**src/rtl/address_decoder_ws_if.sv**
```systemverilog
// CPU-side bus bundle for the registered address decoder: access strobe and
// address in, ready/select/translated address and fault log out.
interface address_decoder_ws_if #(
  parameter int ADDR_W    = 16,
  parameter int OUT_W     = 15,
  parameter int N_REGIONS = 7
);
  logic                 cpu_valid;
  logic [ADDR_W-1:0]    cpu_address;
  logic                 cpu_rdy;
  logic [N_REGIONS-1:0] select;
  logic [OUT_W-1:0]     output_address;
  logic                 unmapped;
  logic [ADDR_W-1:0]    fault_address;
  logic [7:0]           fault_count;
  logic                 fault_clear;

  // CPU / bus-master view
  modport master (
    output cpu_valid, cpu_address, fault_clear,
    input  cpu_rdy, select, output_address, unmapped, fault_address, fault_count
  );

  // Decoder view
  modport slave (
    input  cpu_valid, cpu_address, fault_clear,
    output cpu_rdy, select, output_address, unmapped, fault_address, fault_count
  );
endinterface

```
**src/rtl/address_decoder_ws.sv**
```systemverilog
// Registered region decoder with per-region wait states and a sticky
// unmapped-access fault log. Region tables are packed with region 0 in the
// most significant slot (first in a {a, b, ...} concatenation), except
// REGION_SUB, which is a plain bit vector where bit i belongs to region i.
module address_decoder_ws #(
  parameter int                         ADDR_W      = 16,
  parameter int                         OUT_W       = 15,
  parameter int                         N_REGIONS   = 7,
  parameter logic [N_REGIONS*ADDR_W-1:0] REGION_BASE =
    {16'h7000, 16'h7001, 16'h7002, 16'h3700, 16'h0000, 16'h4000, 16'h8000},
  parameter logic [N_REGIONS*ADDR_W-1:0] REGION_LIMIT =
    {16'h7000, 16'h7001, 16'h7003, 16'h3FFF, 16'h36FF, 16'h6FFF, 16'hFFFF},
  parameter logic [N_REGIONS-1:0]        REGION_SUB  = 7'b0001000,
  parameter logic [N_REGIONS*4-1:0]      REGION_WAIT =
    {4'd0, 4'd0, 4'd0, 4'd0, 4'd0, 4'd1, 4'd1}
) (
  input  logic                clk,
  input  logic                rst_n,
  address_decoder_ws_if.slave bus
);

  typedef enum logic {IDLE, WAIT} state_t;

  state_t               state_q, state_d;
  logic [3:0]           cnt_q, cnt_d;
  logic [N_REGIONS-1:0] select_q, select_d;
  logic [OUT_W-1:0]     oaddr_q, oaddr_d;
  logic                 unmapped_q, unmapped_d;
  logic [ADDR_W-1:0]    faddr_q, faddr_d;
  logic [7:0]           fcount_q, fcount_d;

  logic                 dec_hit;
  logic [N_REGIONS-1:0] dec_sel;
  logic [OUT_W-1:0]     dec_addr;
  logic [3:0]           dec_wait;
  logic                 accept;
  logic                 unm_acc;

  function automatic logic [ADDR_W-1:0] base_of(input int i);
    return REGION_BASE[(N_REGIONS-1-i)*ADDR_W +: ADDR_W];
  endfunction

  function automatic logic [ADDR_W-1:0] limit_of(input int i);
    return REGION_LIMIT[(N_REGIONS-1-i)*ADDR_W +: ADDR_W];
  endfunction

  function automatic logic [3:0] wait_of(input int i);
    return REGION_WAIT[(N_REGIONS-1-i)*4 +: 4];
  endfunction

  // Priority decode: first matching region (lowest index) wins.
  always_comb begin
    dec_hit  = 1'b0;
    dec_sel  = '0;
    dec_addr = '0;
    dec_wait = '0;
    for (int i = 0; i < N_REGIONS; i++) begin
      if (!dec_hit && (bus.cpu_address >= base_of(i)) &&
          (bus.cpu_address <= limit_of(i))) begin
        dec_hit    = 1'b1;
        dec_sel[i] = 1'b1;
        dec_wait   = wait_of(i);
        dec_addr   = REGION_SUB[i] ? OUT_W'(bus.cpu_address - base_of(i))
                                   : bus.cpu_address[OUT_W-1:0];
      end
    end
  end

  assign accept  = (state_q == IDLE) && bus.cpu_valid;
  assign unm_acc = accept && !dec_hit;

  // Next-state logic: access acceptance, wait countdown and fault log update.
  always_comb begin
    state_d    = state_q;
    cnt_d      = cnt_q;
    select_d   = select_q;
    oaddr_d    = oaddr_q;
    unmapped_d = 1'b0;
    faddr_d    = faddr_q;
    fcount_d   = fcount_q;

    case (state_q)
      IDLE: begin
        if (bus.cpu_valid) begin
          select_d   = dec_sel;
          oaddr_d    = dec_addr;
          unmapped_d = !dec_hit;
          if (dec_hit && (dec_wait != 4'd0)) begin
            state_d = WAIT;
            cnt_d   = dec_wait;
          end
        end
      end
      WAIT: begin
        // New strobes are dropped here; the access in flight just counts down.
        if (cnt_q <= 4'd1) begin
          state_d = IDLE;
          cnt_d   = 4'd0;
        end else begin
          cnt_d = cnt_q - 4'd1;
        end
      end
      default: begin
        state_d = IDLE;
        cnt_d   = 4'd0;
      end
    endcase

    // A clear that lands together with a fault restarts the log at that fault.
    if (bus.fault_clear) begin
      if (unm_acc) begin
        fcount_d = 8'd1;
        faddr_d  = bus.cpu_address;
      end else begin
        fcount_d = 8'd0;
        faddr_d  = '0;
      end
    end else if (unm_acc) begin
      if (fcount_q == 8'd0) faddr_d = bus.cpu_address;
      if (fcount_q != 8'hFF) fcount_d = fcount_q + 8'd1;
    end
  end

  // State and output registers; reset aborts any access in progress.
  always_ff @(posedge clk or negedge rst_n) begin
    if (!rst_n) begin
      state_q    <= IDLE;
      cnt_q      <= 4'd0;
      select_q   <= '0;
      oaddr_q    <= '0;
      unmapped_q <= 1'b0;
      faddr_q    <= '0;
      fcount_q   <= 8'd0;
    end else begin
      state_q    <= state_d;
      cnt_q      <= cnt_d;
      select_q   <= select_d;
      oaddr_q    <= oaddr_d;
      unmapped_q <= unmapped_d;
      faddr_q    <= faddr_d;
      fcount_q   <= fcount_d;
    end
  end

  assign bus.cpu_rdy        = (state_q == IDLE);
  assign bus.select         = select_q;
  assign bus.output_address = oaddr_q;
  assign bus.unmapped       = unmapped_q;
  assign bus.fault_address  = faddr_q;
  assign bus.fault_count    = fcount_q;

endmodule
```
**src/flat_wrapper.sv**
```systemverilog
// flat-port wrapper written by rule: the top's interface ports become plain ports
module address_decoder_ws_flat 
#(
  parameter int                         ADDR_W      = 16,
  parameter int                         OUT_W       = 15,
  parameter int                         N_REGIONS   = 7,
  parameter logic [N_REGIONS*ADDR_W-1:0] REGION_BASE =
    {16'h7000, 16'h7001, 16'h7002, 16'h3700, 16'h0000, 16'h4000, 16'h8000},
  parameter logic [N_REGIONS*ADDR_W-1:0] REGION_LIMIT =
    {16'h7000, 16'h7001, 16'h7003, 16'h3FFF, 16'h36FF, 16'h6FFF, 16'hFFFF},
  parameter logic [N_REGIONS-1:0]        REGION_SUB  = 7'b0001000,
  parameter logic [N_REGIONS*4-1:0]      REGION_WAIT =
    {4'd0, 4'd0, 4'd0, 4'd0, 4'd0, 4'd1, 4'd1}
)
  (clk, rst_n, bus_cpu_valid, bus_cpu_address, bus_fault_clear, bus_cpu_rdy, bus_select, bus_output_address, bus_unmapped, bus_fault_address, bus_fault_count);
  address_decoder_ws_if #(.ADDR_W(ADDR_W), .OUT_W(OUT_W), .N_REGIONS(N_REGIONS)) bus_i ();
  input  logic clk;
  input  logic rst_n;
  input wire logic [$bits(bus_i.cpu_valid)-1:0] bus_cpu_valid;
  input wire logic [$bits(bus_i.cpu_address)-1:0] bus_cpu_address;
  input wire logic [$bits(bus_i.fault_clear)-1:0] bus_fault_clear;
  output wire logic [$bits(bus_i.cpu_rdy)-1:0] bus_cpu_rdy;
  output wire logic [$bits(bus_i.select)-1:0] bus_select;
  output wire logic [$bits(bus_i.output_address)-1:0] bus_output_address;
  output wire logic [$bits(bus_i.unmapped)-1:0] bus_unmapped;
  output wire logic [$bits(bus_i.fault_address)-1:0] bus_fault_address;
  output wire logic [$bits(bus_i.fault_count)-1:0] bus_fault_count;
  assign bus_i.cpu_valid = bus_cpu_valid;
  assign bus_i.cpu_address = bus_cpu_address;
  assign bus_i.fault_clear = bus_fault_clear;
  assign bus_cpu_rdy = bus_i.cpu_rdy;
  assign bus_select = bus_i.select;
  assign bus_output_address = bus_i.output_address;
  assign bus_unmapped = bus_i.unmapped;
  assign bus_fault_address = bus_i.fault_address;
  assign bus_fault_count = bus_i.fault_count;
  address_decoder_ws #(.ADDR_W(ADDR_W), .OUT_W(OUT_W), .N_REGIONS(N_REGIONS), .REGION_BASE(REGION_BASE), .REGION_LIMIT(REGION_LIMIT), .REGION_SUB(REGION_SUB), .REGION_WAIT(REGION_WAIT)) u_core (.clk(clk), .rst_n(rst_n), .bus(bus_i));
endmodule
```
**config.mk**
```make
export PLATFORM = sky130hd
export DESIGN_NAME = address_decoder_ws_flat
export DESIGN_NICKNAME = d
export VERILOG_FILES = /design/src/rtl/address_decoder_ws_if.sv /design/src/rtl/address_decoder_ws.sv /design/src/flat_wrapper.sv
export SDC_FILE = /design/constraint.sdc
export NUM_CORES = 1
export LEC_CHECK = 0
export CORE_ASPECT_RATIO = 0.7
export CORE_MARGIN = 2
export CORE_UTILIZATION = 34
export CTS_CLUSTER_DIAMETER = 200
export CTS_CLUSTER_SIZE = 30
export DETAILED_ROUTE_END_ITERATION = 7
export SYNTH_ARGS = -nofsm -noshare
export SYNTH_HDL_FRONTEND = slang
export SYNTH_SLANG_ARGS = --single-unit
```
**constraint.sdc**
```tcl
create_clock -name clk -period 2.3 [get_ports clk]
set_input_delay 0.23 -clock clk [delete_from_list [all_inputs] [get_ports clk]]
set_output_delay 0.23 -clock clk [all_outputs]
set_load 0.005 [all_outputs]
```
=== Yosys cells after proc, flatten, opt, wreduce, memory -nomap -nowiden ===
Cells that the tools add are included.

* Flip-flop bits (word level): 52
* Output and inout bits: 48
* Word-level logic and storage cells: 101

* Add/sub/neg operators: 3
* Magnitude comparators: 15
* Eq/ne operators: 3
* Muxes and demuxes: 40
* Bitwise operators: 1
* Reductions and logical operators: 32

{| class="wikitable"
|+ Operators by type and width
! operator !! count
|-
| 15-bit two-way mux || 7
|-
| 16-bit by 15-bit greater-or-equal comparator with 1-bit output, second input constant || 4
|-
| 16-bit by 15-bit less-or-equal comparator with 1-bit output, second input constant || 4
|-
| 16-bit two-way mux || 4
|-
| 16-bit by 14-bit less-or-equal comparator with 1-bit output, second input constant || 2
|-
| 8-bit two-way mux || 3
|-
| 1-bit two-way mux || 21
|-
| 16-bit by 1-bit greater-or-equal comparator with 1-bit output, second input constant || 1
|-
| 16-bit by 14-bit greater-or-equal comparator with 1-bit output, second input constant || 1
|-
| 16-bit greater-or-equal comparator, second input constant || 1
|-
| 16-bit less-or-equal comparator, second input constant || 1
|-
| 1-bit logical AND || 16
|-
| 15-bit by 14-bit subtractor with 15-bit output, second input constant || 1
|-
| 4-bit two-way mux || 3
|-
| 8-bit by 1-bit adder with 8-bit output, second input constant || 1
|-
| 8-bit logical NOT || 1
|-
| 8-bit inequality test, second input constant || 1
|-
| 4-bit case mux with 2 select lines || 1
|-
| 2-bit AND reduction || 4
|-
| 1-bit logical NOT || 7
|-
| 2-bit nonzero test || 3
|-
| 4-bit by 1-bit less-or-equal comparator with 1-bit output, second input constant || 1
|-
| 4-bit nonzero test || 1
|-
| 4-bit by 1-bit subtractor with 4-bit output, second input constant || 1
|-
| 4 further kinds || 4
|}

=== Depth between registers and ports, before layout ===
Gate-level depths: netlist of run 1.

* Word-level depth: 32
* Gate-level depth with buffers: 9
* Depth with buffers taken out: 8

=== Worst setup path after synthesis of run 1 ===
Ideal clock, no wire load.

* Path type: register to register
* Start point: register u_core.fcount_q[0], in the netlist u_core.bus.fault_count[0]
* End point: register u_core.faddr_q[11], in the netlist u_core.bus.fault_address[11]
* Library setup time: 0.121 ns
* Arrival: 1.793 ns
* Slack: 0.386 ns
* Cell stages (with the launch flop): 8
* Period minus slack after synthesis: 1.914 ns
* Cell sequence: dfrtp_1 -> inv_1 -> ha_1 -> or4b_1 -> nor4_2 -> a21oi_4 -> buf_6 -> a22o_1

* Word-level cells in the longest chain between the ends: 3

{| class="wikitable"
|+ RTL lines
! item !! RTL line !! RTL
|-
| from (decl) || address_decoder_ws.sv:30 || <nowiki>logic [7:0] fcount_q, fcount_d;</nowiki>
|-
| from (signal assigned) || address_decoder_ws.sv:141 || <nowiki>fcount_q <= fcount_d;</nowiki>
|-
| 8-bit logical NOT || address_decoder_ws.sv:119 || <nowiki>if (fcount_q == 8'd0) faddr_d = bus.cpu_address;</nowiki>
|-
| 2-bit nonzero test (no line) || -- ||
|-
| 2-bit AND reduction (no line) || -- ||
|-
| to (signal assigned) || address_decoder_ws.sv:140 || <nowiki>faddr_q <= faddr_d;</nowiki>
|-
| to (decl) || address_decoder_ws.sv:29 || <nowiki>logic [ADDR_W-1:0] faddr_q, faddr_d;</nowiki>
|}

No other way between the ends.
A chain may end at the register's enable or synchronous reset.

=== Worst setup path after layout of run 1 ===
* Start point: register u_core.fcount_q[1], in the netlist u_core.bus.fault_count[1]
* End point: register u_core.faddr_q[2], in the netlist u_core.bus.fault_address[2]

Same word-level chain as after synthesis.

==> run summary, run 1 <==
Status - completed
Power Total - 2.74 mW
Grt ovf - 0
Register-to-Register Path Depth - 7
Final setup fails - 0
Antenna cell count - 0
Footprint of the multi-input gates - 1150 sq um
Top cells by area, synth - dfrtp_1 51%, nand2_1 5.1%, o21ai_0 4.5%
Net count, final - 367
Met2 Use GR - 26.4%
Vias per Instance - 5.15
Layout cells sized above 1 - 14.7%
Syn. warnings - 0
Setup Buffers After CTS - 0
Ys flop type - dfrtp_1
Clock sinks - 52
Depth of the CTS H-tree - 2
FILL cells - 694
Post-synth EDFFs - 0
Slew Limit Fails - 0
Cts hold-fix bufs - 0
RD Place Congestion - 0.860
First-pass GRT wire length - 11600 um
Fin Clk Skew - 0.00552 ns
Total GRT Usage - 17.7%
Async set-or-reset flop fraction in the synthesized netlist - 100%
Critical Path RT - 2.55 ns
Synth Cell Area - 2560 sq um
Arrival @ worst endpoint - 2.39 ns
Fmax - 468 MHz
Vias in the first global route - 2311
Mapped Avg Cell Area - 10.3 sq um
CP startpoint - u_core.bus.fault_count[1]$_DFFE_PN0P_
Initial antenna violation count - 0
Slew @ Worst Pin - 0.658 ns
Die H - 76.6 um
Setup Crit Path Kind - reg2reg
VDD IR max - 0.414 mV
Seq pwr share - 44.4%
Synth Net Count - 276
Clk_lat worst skew - 0.31 ns
Final Critical Period - 2.14 ns
Core outline area - 7290 sq um
Via count - 2260
# placed instances - 431
Element type at the critical path start - register
Final count of hold timing violations - 0
Leak Pwr - 1.60 nW
CTS Buffer Depth - 2
Largest area contributor in the netlist - dfrtp_1
CTS tree - yes
Worst Path Max Fanout - 15
CP Capture Type - register
RSZ-0062 raised after global routing - no
Die ar. - 8250 sq um
IO Count - 68
Critical Path End - u_core.bus.fault_address[2]$_DFFE_PN0P_
DP Wirelength - 5240 um
Synth Register Bits - 52
TritonRoute pass-1 iters - 4
FP Rows - 26
Iter 0 DRT Violations - 72
R2R Path Start - u_core.bus.fault_count[1]$_DFFE_PN0P_
Starting density of the core - 35.1%
Period utilization - 92.9%
Worst-path clk slew - 0.10 ns
Yosys cell types - 54
Cell Pwr Density - 760 nW/um^2
Hold Path Class - in2async
Clock network power share - 23.7%
CTS buffer count - 5
Fin Setup TNS - 0 ns
R2R setup slack - 0.16 ns
Reg area - 1300 sq um
Area fraction of the dominant cell type after synthesis - 50.8%
Post-Layout Cell Count - 439
Max-cap violations - 0
P&R area growth vs syn - 41.1%
WL per Instance - 15.8 um
Met1 GRT Util - 26.1%
Routed Wire Length - 6950 um
Die width - 108 um
IO Port Bufs - 67
Post-route DRC violation count - 0
Syn Inst Count - 249
Post-route antenna net violation count - 0
Seq/Total Area, Yosys - 50.8%
Clock root cell - clkbuf_8
# resized after CTS - 0
Power Internal - 1.90 mW
FF-to-FF End - u_core.bus.fault_address[2]$_DFFE_PN0P_
Sw Share - 30.7%
GR Util met3 - 3.76%
Final core utilization - 49.6%
NetSw - 0.842 mW
Slew HR - 56.2%
Largest net degree at the start of global routing - 53
Grt peak-use layer - met2
Combinational group share of total power - 31.9%
[state kept, by name, summed over array words and instances (netlist names)]
signal / flops
u_core.cnt_q: 4
u_core.bus.select: 7
u_core.state_q: 1
u_core.bus.fault_address: 16
u_core.bus.unmapped: 1
u_core.bus.output_address: 15
u_core.bus.fault_count: 8
[logic make-up (layout without fill, tap and decap cells)]
group	count (synthesis)	in the layout	share of synthesized area, %
AND/OR/NAND/NOR	88	88	18.2
AO/OA/AOI/OAI	77	77	21.6
flip-flops	52	52	50.8
buffers and inverters	20	112	4.11
adder cells (fa/ha/maj)	7	7	3.42
XOR/XNOR	4	4	1.37
multiplexers	1	1	0.440
[cells in the mapped netlist (all sizes together), types with 4 or more instances]
library cell	number
nand2	36
ha	7
o31ai	4
a21o	4
o21ai	23
clkbuf	5
dfrtp	52
inv	11
a21oi	13
nor2	22
a22o	13
and2	4
o2111ai	4
[layout by cell type (no fill, tap or decap), drive strengths merged, types with 7 or more instances in the layout]
cell type / count
inv: 11
clkdlybuf4s50: 66
buf: 27
nor2: 22
dfrtp: 52
a22o: 13
nand2: 36
o21ai: 23
ha: 7
a21oi: 13
[power groups by stage]
stage          clock network [mW]  logic, mW  registers, mW
2_1_floorplan                   0      0.362           1.22
5_1_grt                     0.701      0.989           1.25
6_report                    0.650      0.875           1.22
4_1_cts                     0.671      0.889           1.22
3_5_place_dp                    0      0.883           1.24
3_3_place_gp                    0      0.867           1.23
[metal layers]
layer | share of wire (%) | routed length, um
met1 | 51 | 3550
met2 | 42 | 2940
met3 | 5.6 | 390
met4 | 0.98 | 68
met5 | 0 | 0
[how the worst min path moves through the flow]
stage	cells after the start	slack, ns	start	to
floorplan	0	-0.07	rst_n	u_core.bus.fault_address[0]$_DFFE_PN0P_
global placement	2	0.40	rst_n	u_core.bus.fault_address[15]$_DFFE_PN0P_
detailed placement	2	0.40	rst_n	u_core.bus.fault_address[7]$_DFFE_PN0P_
CTS	2	0.06	rst_n	u_core.bus.fault_address[7]$_DFFE_PN0P_
global route	2	0.09	rst_n	u_core.bus.fault_address[6]$_DFFE_PN0P_
finish	2	0.03	rst_n	u_core.bus.fault_address[7]$_DFFE_PN0P_
[per-stage QoR]
step | worst slack (ns) | instance area [sq um] | hold WS [ns]
after floorplan | 0.386 | 2560 | -0.0656
after global placement | 0.0590 | 3490 | 0.397
after detailed placement | 0.0212 | 3490 | 0.401
after CTS | 0.142 | 3610 | 0.0612
after global routing | 0.00121 | 3610 | 0.0945
final | 0.164 | 3610 | 0.0309
[layout make-up]
type | instances | area share [%]
flip-flops and latches | 52 | 36.0
multi-input cells | 177 | 31.9
repair buffers | 93 | 24.2
well taps | 98 | 3.40
clock buffers | 5 | 1.91
clock inverters | 3 | 1.32
inverters | 11 | 1.21
[critical path: stages (launching register included)]
cell	delay (ns)
dfrtp_1	0.44
inv_1	0.09
ha_1	0.13
or4b_1	0.46
nor4_2	0.33
nor2_1	0.13
nor2_4	0.32
a22o_1	0.18
Note: power is estimated with default switching activity, not from simulation.
==> run 2, diff against run 1 <==
- CORE_MARGIN: 2 -> unset
- clock period: 2.3 -> 2.07 ns (I/O delays scaled with it)
==> run 2 against run 1 <==
Effect of this change:
- final cell count is 3.9% higher
- core utilization up 2.1 points
- sequential power up 11%
- design area up 4.2%
- die area is 4.4% lower
- critical path type unchanged
- critical endpoint is now u_core.bus.fault_address[0]$_DFFE_PN0P_
- largest cell class unchanged
- largest power group unchanged
- highest routed layer unchanged
==> run summary, run 2 (same netlist as run 1, synthesis figures left out) <==
Clk_lat worst skew - 0.30 ns (about the same)
Via count - 2306 (+2.0%)
WHS - 0.417 ns (+0.386 ns)
Slowest cell on the critical path - or4b_1
Layout cells sized above 1 - 18.4% (+3.8 points)
WL per Instance - 15.0 um (-5.1%)
Most frequent cells in the layout - 66 x clkdlybuf4s50_1, 52 x dfrtp_1, 39 x buf_4
Slew HR - 68.8% (+13 points)
Total GRT Usage - 18.4% (+0.73 points)
Post-place setup slack - -0.192 ns (-0.213 ns)
Hold Path Class - in2async
Fmax - 519 MHz (+11%)
Grt ovf - 0 (unchanged)
Vias in the first global route - 2245 (-2.9%)
Slew Limit Fails - 0 (unchanged)
Buffers and inverters on the worst path - 3 (+2)
Commonest non-fill, non-tap cell in the layout - clkdlybuf4s50_1
R2R setup slack - 0.14 ns (-0.02 ns)
First-pass GRT wire length - 11300 um (-2.6%)
Leak Pwr - 1.69 nW (+5.6%)
Core outline area - 7290 sq um (unchanged)
Register-to-Register Path Depth - 8 (+1)
CTS tree - yes
TritonRoute pass-1 iters - 4 (unchanged)
CTS Buffer Depth - 2 (unchanged)
IO Count - 68 (unchanged)
Power Total - 3.04 mW (+11%)
Final Critical Period - 1.93 ns (-0.209 ns)
CTS buffer count - 5 (unchanged)
Clock root cell - clkbuf_8
Largest net degree at the start of global routing - 53 (unchanged)
CP Capture Type - register
Status - completed
P&R area growth vs syn - 46.9%
Arrival @ worst endpoint - 2.13 ns (-0.26 ns)
Die ar. - 7890 sq um (-4.4%)
Final worst setup slack - 0.143 ns (-0.0212 ns)
Final setup fails - 0 (unchanged)
Final core utilization - 51.6% (+2.1 points)
Cells along the critical path - inv_1 -> ha_1 -> or4b_1 -> nor4_2 -> buf_4 -> a21oi_4 -> buf_12 -> a22o_1
Antenna cell count - 0 (unchanged)
Setup Crit Path Kind - reg2reg
Critical Path RT - 2.27 ns (-0.28 ns)
Number of flip-flops in the largest register - 16 (unchanged)
IO Port Bufs - 67 (unchanged)
Starting density of the core - 35.1% (unchanged)
RSZ-0062 raised after global routing - no
Vias per Instance - 5.06 (-1.8%)
Clock sinks - 52 (unchanged)
DP Wirelength - 5250 um (+0.27%)
Critical path's top delay family - simple AND/OR/NAND/NOR gates
Worst Path Max Fanout - 13 (-2)
Initial antenna violation count - 0 (unchanged)
Slew @ Worst Pin - 0.464 ns (-0.193 ns)
R2R Path Start - u_core.bus.fault_count[0]$_DFFE_PN0P_
FF-to-FF End - u_core.bus.fault_address[0]$_DFFE_PN0P_
Fin Setup TNS - 0 ns (unchanged)
Max-cap violations - 0 (unchanged)
Routed Wire Length - 6850 um (-1.4%)
Iter 0 DRT Violations - 126 (+75%)
Final count of hold timing violations - 0 (unchanged)
Element type at the critical path start - register
Depth of the CTS H-tree - 2 (unchanged)
Post-route antenna net violation count - 0 (unchanged)
Fin Clk Skew - 0.00493 ns (-0.000585 ns)
Die H - 74.6 um (-2.6%)
Cell Pwr Density - 808 nW/um^2 (+6.4%)
Net count, final - 384 (+4.6%)
Worst-path clk slew - 0.09 ns (about the same)
VDD IR max - 0.503 mV (+22%)
Post-route DRC violation count - 0 (unchanged)
FP Rows - 26 (unchanged)
Period utilization - 93.1% (+0.23 points)
Crit-path max cell delay - 0.45 ns (about the same)
Die width - 106 um (-1.9%)
RD Place Congestion - 0.805 (-6.4%)
-- run 2: final cells by class --
| cell class | instances | area, sq um |
|---|---|---|
| clock buffers | 6 | 72.6 |
| clock inverters | 2 | 35.0 |
| fillers | 685 | 3530 |
| inverters | 11 | 43.8 |
| multi-input cells | 177 | 1160 |
| flip-flops and latches | 52 | 1300 |
| well taps | 98 | 123 |
| repair buffers | 110 | 1030 |
-- run 2: worst max-delay path by stage --
stage,depth (start not counted),from,slack (ns),end
2_1_floorplan,7,u_core.bus.fault_count[0]$_DFFE_PN0P_,0.16,u_core.bus.fault_address[11]$_DFFE_PN0P_
3_3_place_gp,9,bus_cpu_address[9],-0.14,u_core.bus.output_address[4]$_DFFE_PN0P_
3_5_place_dp,9,bus_cpu_address[9],-0.19,u_core.bus.output_address[6]$_DFFE_PN0P_
4_1_cts,8,u_core.bus.fault_count[0]$_DFFE_PN0P_,0.03,u_core.bus.fault_address[0]$_DFFE_PN0P_
5_1_grt,6,u_core.bus.fault_count[1]$_DFFE_PN0P_,0.005,u_core.bus.fault_count[0]$_DFFE_PN0P_
6_report,8,u_core.bus.fault_count[0]$_DFFE_PN0P_,0.14,u_core.bus.fault_address[0]$_DFFE_PN0P_
-- run 2: worst register-to-register path: cells and delay by family, from the launching register on --
family                     cells  cell delay, ns
adders and majority gates      1            0.17
AOI/OAI and AO/OA              2            0.28
and+or+nand+nor                2            0.60
buffers and inverters          3            0.39
DFF                            1            0.39
-- run 2: power by group --
group / leakage, nW / internal, mW / switching, mW
Sequential: 0.689 / 1.21 / 0.141
Clock: 0.0552 / 0.359 / 0.326
Combinational: 0.945 / 0.555 / 0.445
Total: 1.69 / 2.13 / 0.912
-- run 2: metrics by stage --
step | cells | area [sq um]
3_5_place_dp | 446 | 3620
6_report | 456 | 3760
3_3_place_gp | 446 | 3620
5_1_grt | 456 | 3760
4_1_cts | 455 | 3740
2_1_floorplan | 249 | 2560
-- run 2: what timing repair did --
action,CTS,global route
resized for setup,0,1
endpoints found under the setup margin,0,22
setup buffers,0,1
hold buffers,1,0
endpoints found under the hold margin,52,0
-- run 2: metal layers --
layer / GRT usage, % / part of all wire (%) / vias to the layer above
li1: - / - / 1124
met1: 26.7 / 52 / 1117
met2: 28.5 / 43 / 59
met3: 4.21 / 5.3 / 6
met4: 3.24 / 0.50 / 0
met5: 0 / 0 / -
==> run 3, diff against run 2 <==
- ABC_AREA: unset -> 1
- RECOVER_POWER: unset -> 50
==> run 3 against run 2 <==
Effect of this change:
- design area down 1.5%
- die area up 1.9%
- core utilization down 1.2 points
- first-iteration DRC count down 22%
- final cell count up 14%
- synthesized cell count up 31%
- total power up 5.4%
- flip-flop and latch count unchanged
- sequential share of layout area up 0.54 points
- count of clock-buffer cells in the layout unchanged
- largest cell class unchanged
- highest routed layer unchanged
==> run summary, run 3 <==
Commonest non-fill, non-tap cell in the layout - nand2_1
RD Place Congestion - 0.922 (+14%)
IO Port Bufs - 67 (unchanged)
CTS buffer count - 5 (unchanged)
Core outline area - 7350 sq um (+0.89%)
Initial antenna violation count - 0 (unchanged)
Arrival @ worst endpoint - 2.14 ns (about the same)
Synth Cell Area - 2610 sq um (+1.9%)
Synth Net Count - 354 (+28%)
P&R area growth vs syn - 42.0%
Final Critical Period - 1.90 ns (-0.0245 ns)
Yosys cell types - 31 (-43%)
Commonest cells in the netlist - 113 x nand2_1, 52 x dfrtp_1, 32 x nor2_1
Syn. warnings - 0 (unchanged)
Clk_lat worst skew - 0.30 ns (about the same)
Grt ovf - 0 (unchanged)
Net count, final - 450 (+17%)
Top cells by area, synth - dfrtp_1 50%, nand2_1 16%, nand3_1 5.8%
WL per Instance - 13.0 um (-13%)
Most frequent cells in the layout - 113 x nand2_1, 52 x dfrtp_1, 45 x clkdlybuf4s50_1
WHS - 0.473 ns (+0.0560 ns)
FF-to-FF End - u_core.bus.output_address[11]$_DFFE_PN0P_
Die ar. - 8030 sq um (+1.9%)
Critical path's top delay family - simple AND/OR/NAND/NOR gates
Ys flop type - dfrtp_1
Hold path endpoint - u_core.bus.fault_address[6]$_DFFE_PN0P_
Cell Pwr Density - 866 nW/um^2 (+7.1%)
Syn Inst Count - 326 (+31%)
Most numerous cell in the Yosys netlist - nand2_1
Crit-path most repeated cell - nand3_1
Final worst setup slack - 0.167 ns (+0.0245 ns)
Post-route antenna net violation count - 0 (unchanged)
Via count - 2392 (+3.7%)
Cells along the critical path - clkdlybuf4s50_1 -> inv_1 -> ha_1 -> nand3_1 -> nand3_1 -> nand3_1 -> nand3_2 -> nor2_4 -> nand4_4 -> nor2_2 -> buf_12 -> nand2_1 -> nand2_1
Worst-path clk slew - 0.08 ns (about the same)
Period utilization - 91.9% (-1.2 points)
Status - completed
Hold Path Class - reg2reg
Layout cells sized above 1 - 10.2% (-8.3 points)
Vias per Instance - 4.59 (-9.2%)
HP Start - u_core.bus.fault_address[6]$_DFFE_PN0P_
Slew @ Worst Pin - 1.39 ns (+0.930 ns)
FP Rows - 26 (unchanged)
Slew HR - 7.03% (-62 points)
Post-route DRC violation count - 0 (unchanged)
Synth Register Bits - 52 (unchanged)
Async set-or-reset flop fraction in the synthesized netlist - 100% (unchanged)
Total GRT Usage - 17.8% (-0.58 points)
Slew Limit Fails - 0 (unchanged)
Iter 0 DRT Violations - 98 (-22%)
Reg area - 1300 sq um (unchanged)
Area fraction of the dominant cell type after synthesis - 49.9% (-0.95 points)
Leak Pwr - 1.88 nW (+11%)
Routed Wire Length - 6780 um (-1.1%)
Element type at the critical path start - input port
Max-cap violations - 0 (unchanged)
CTS Buffer Depth - 2 (unchanged)
Post-place setup slack - -0.124 ns (+0.0683 ns)
R2R Path Start - u_core.state_q$_DFF_PN0_
Post-synth EDFFs - 0 (unchanged)
RSZ-0062 raised after global routing - no
Worst hold stages - 2
R2R setup slack - 0.30 ns (+0.16 ns)
Depth of the CTS H-tree - 2 (unchanged)
Worst Path Max Fanout - 12 (-1)
Fin Clk Skew - 0.00613 ns (+0.00120 ns)
Antenna cell count - 0 (unchanged)
Register-to-Register Path Depth - 6 (-2)
Slowest cell on the critical path - clkdlybuf4s50_1
Largest area contributor in the netlist - dfrtp_1
CP Capture Type - register
Final count of hold timing violations - 0 (unchanged)
TritonRoute pass-1 iters - 4 (unchanged)
Mapped Avg Cell Area - 8.00 sq um (-22%)
IO Count - 68 (unchanged)
DP Wirelength - 5250 um (about the same)
Number of flip-flops in the largest register - 16 (unchanged)
Buffers and inverters on the worst path - 3 (unchanged)
Fmax - 526 MHz (+1.3%)
VDD IR max - 0.423 mV (-16%)
Die width - 107 um (+0.93%)
Footprint of the multi-input gates - 1150 sq um (-0.76%)
Final core utilization - 50.4% (-1.2 points)
Die H - 75.3 um (+0.92%)
Setup Crit Path Kind - in2reg
Clock root cell - clkbuf_8
FILL cells - 743 (+8.5%)
Largest net degree at the start of global routing - 29 (-45%)
Seq/Total Area, Yosys - 49.9% (-0.95 points)
Vias in the first global route - 2314 (+3.1%)
Crit-path max cell delay - 0.50 ns (+0.05 ns)
Final setup fails - 0 (unchanged)
Starting density of the core - 35.5% (+0.35 points)
Clock sinks - 52 (unchanged)
CTS tree - yes
First-pass GRT wire length - 11100 um (-2.4%)
Critical Path RT - 2.31 ns (+0.04 ns)
-- run 3: changes by cell type after synthesis, sizes merged, moves of 4 or more --
cell	change
a22o	-13
and2	-4
o2111ai	-4
nand3	+28
o21ai	-8
a21oi	-5
nor2	+12
inv	+20
nand2	+80
a21o	-4
-- run 3: report_power, final --
group	internal, mW	switching, mW	leakage, nW
sequential	1.25	0.155	0.684
clock	0.359	0.317	0.0552
combinational	0.588	0.538	1.14
-- run 3: metrics by stage --
| stage | setup TNS, ns | instance area (sq um) | total power [mW] | std cells |
|---|---|---|---|---|
| final | 0 | 3700 | 3.21 | 521 |
| after global routing | 0 | 3700 | 3.44 | 521 |
| after CTS | 0 | 3710 | 3.30 | 521 |
| after floorplan | 0 | 2610 | 1.91 | 326 |
| after detailed placement | -2.56 | 3590 | 2.61 | 512 |
| after global placement | -1.60 | 3590 | 2.58 | 512 |
-- run 3: layout make-up --
type                       count  share of cell area [%]
clock buffer                   6                    1.96
clock inverter                 2                   0.946
sequential                    52                    35.1
multi-input combinational    235                    31.0
inverter                      32                    3.24
timing repair buffer          96                    24.4
tap                           98                    3.31
-- run 3: repair_timing --
| action | CTS | global route |
|---|---|---|
| resized for setup | 0 | 0 |
| setup buffers | 0 | 0 |
| hold buffers | 1 | 0 |
| endpoints found under the hold margin | 24 | 0 |
-- run 3: worst max path at each step --
stage	end	start	slack, ns	cells after the start
after global placement	u_core.bus.output_address[11]$_DFFE_PN0P_	bus_cpu_address[9]	-0.12	11
after detailed placement	u_core.bus.fault_address[4]$_DFFE_PN0P_	bus_cpu_address[8]	-0.12	13
final	u_core.bus.fault_address[4]$_DFFE_PN0P_	bus_cpu_address[8]	0.17	13
after floorplan	u_core.bus.fault_address[12]$_DFFE_PN0P_	bus_cpu_address[8]	0.47	14
after CTS	u_core.bus.fault_address[4]$_DFFE_PN0P_	bus_cpu_address[8]	0.18	13
after global routing	u_core.bus.fault_address[4]$_DFFE_PN0P_	bus_cpu_address[8]	0.01	13
-- run 3: cell families (layout without fill, tap and decap cells) --
group	Yosys count	in the layout	share of synthesized area, %
and+or+nand+nor	189	189	31.3
DFF	52	52	49.9
buffers and inverters	39	136	6.09
AOI/OAI and AO/OA	31	31	6.52
adders and majority gates	8	8	3.84
xor gates and xnor gates	7	7	2.35
-- run 3: worst reg2reg max path: cells and delay by family (launching register included) --
family                 cells  cell delay, ns
AOI/OAI and AO/OA          2            0.36
and+or+nand+nor            1            0.13
DFF                        1            0.43
buffers and inverters      3            0.72
-- run 3: layer usage --
metal | wire length, um | part of all wire [%] | GRT usage (%)
met5 | 0 | 0 | 0
met4 | 36 | 0.53 | 3.65
met3 | 409 | 6.0 | 3.72
met2 | 2820 | 42 | 27.0
met1 | 3510 | 52 | 26.4
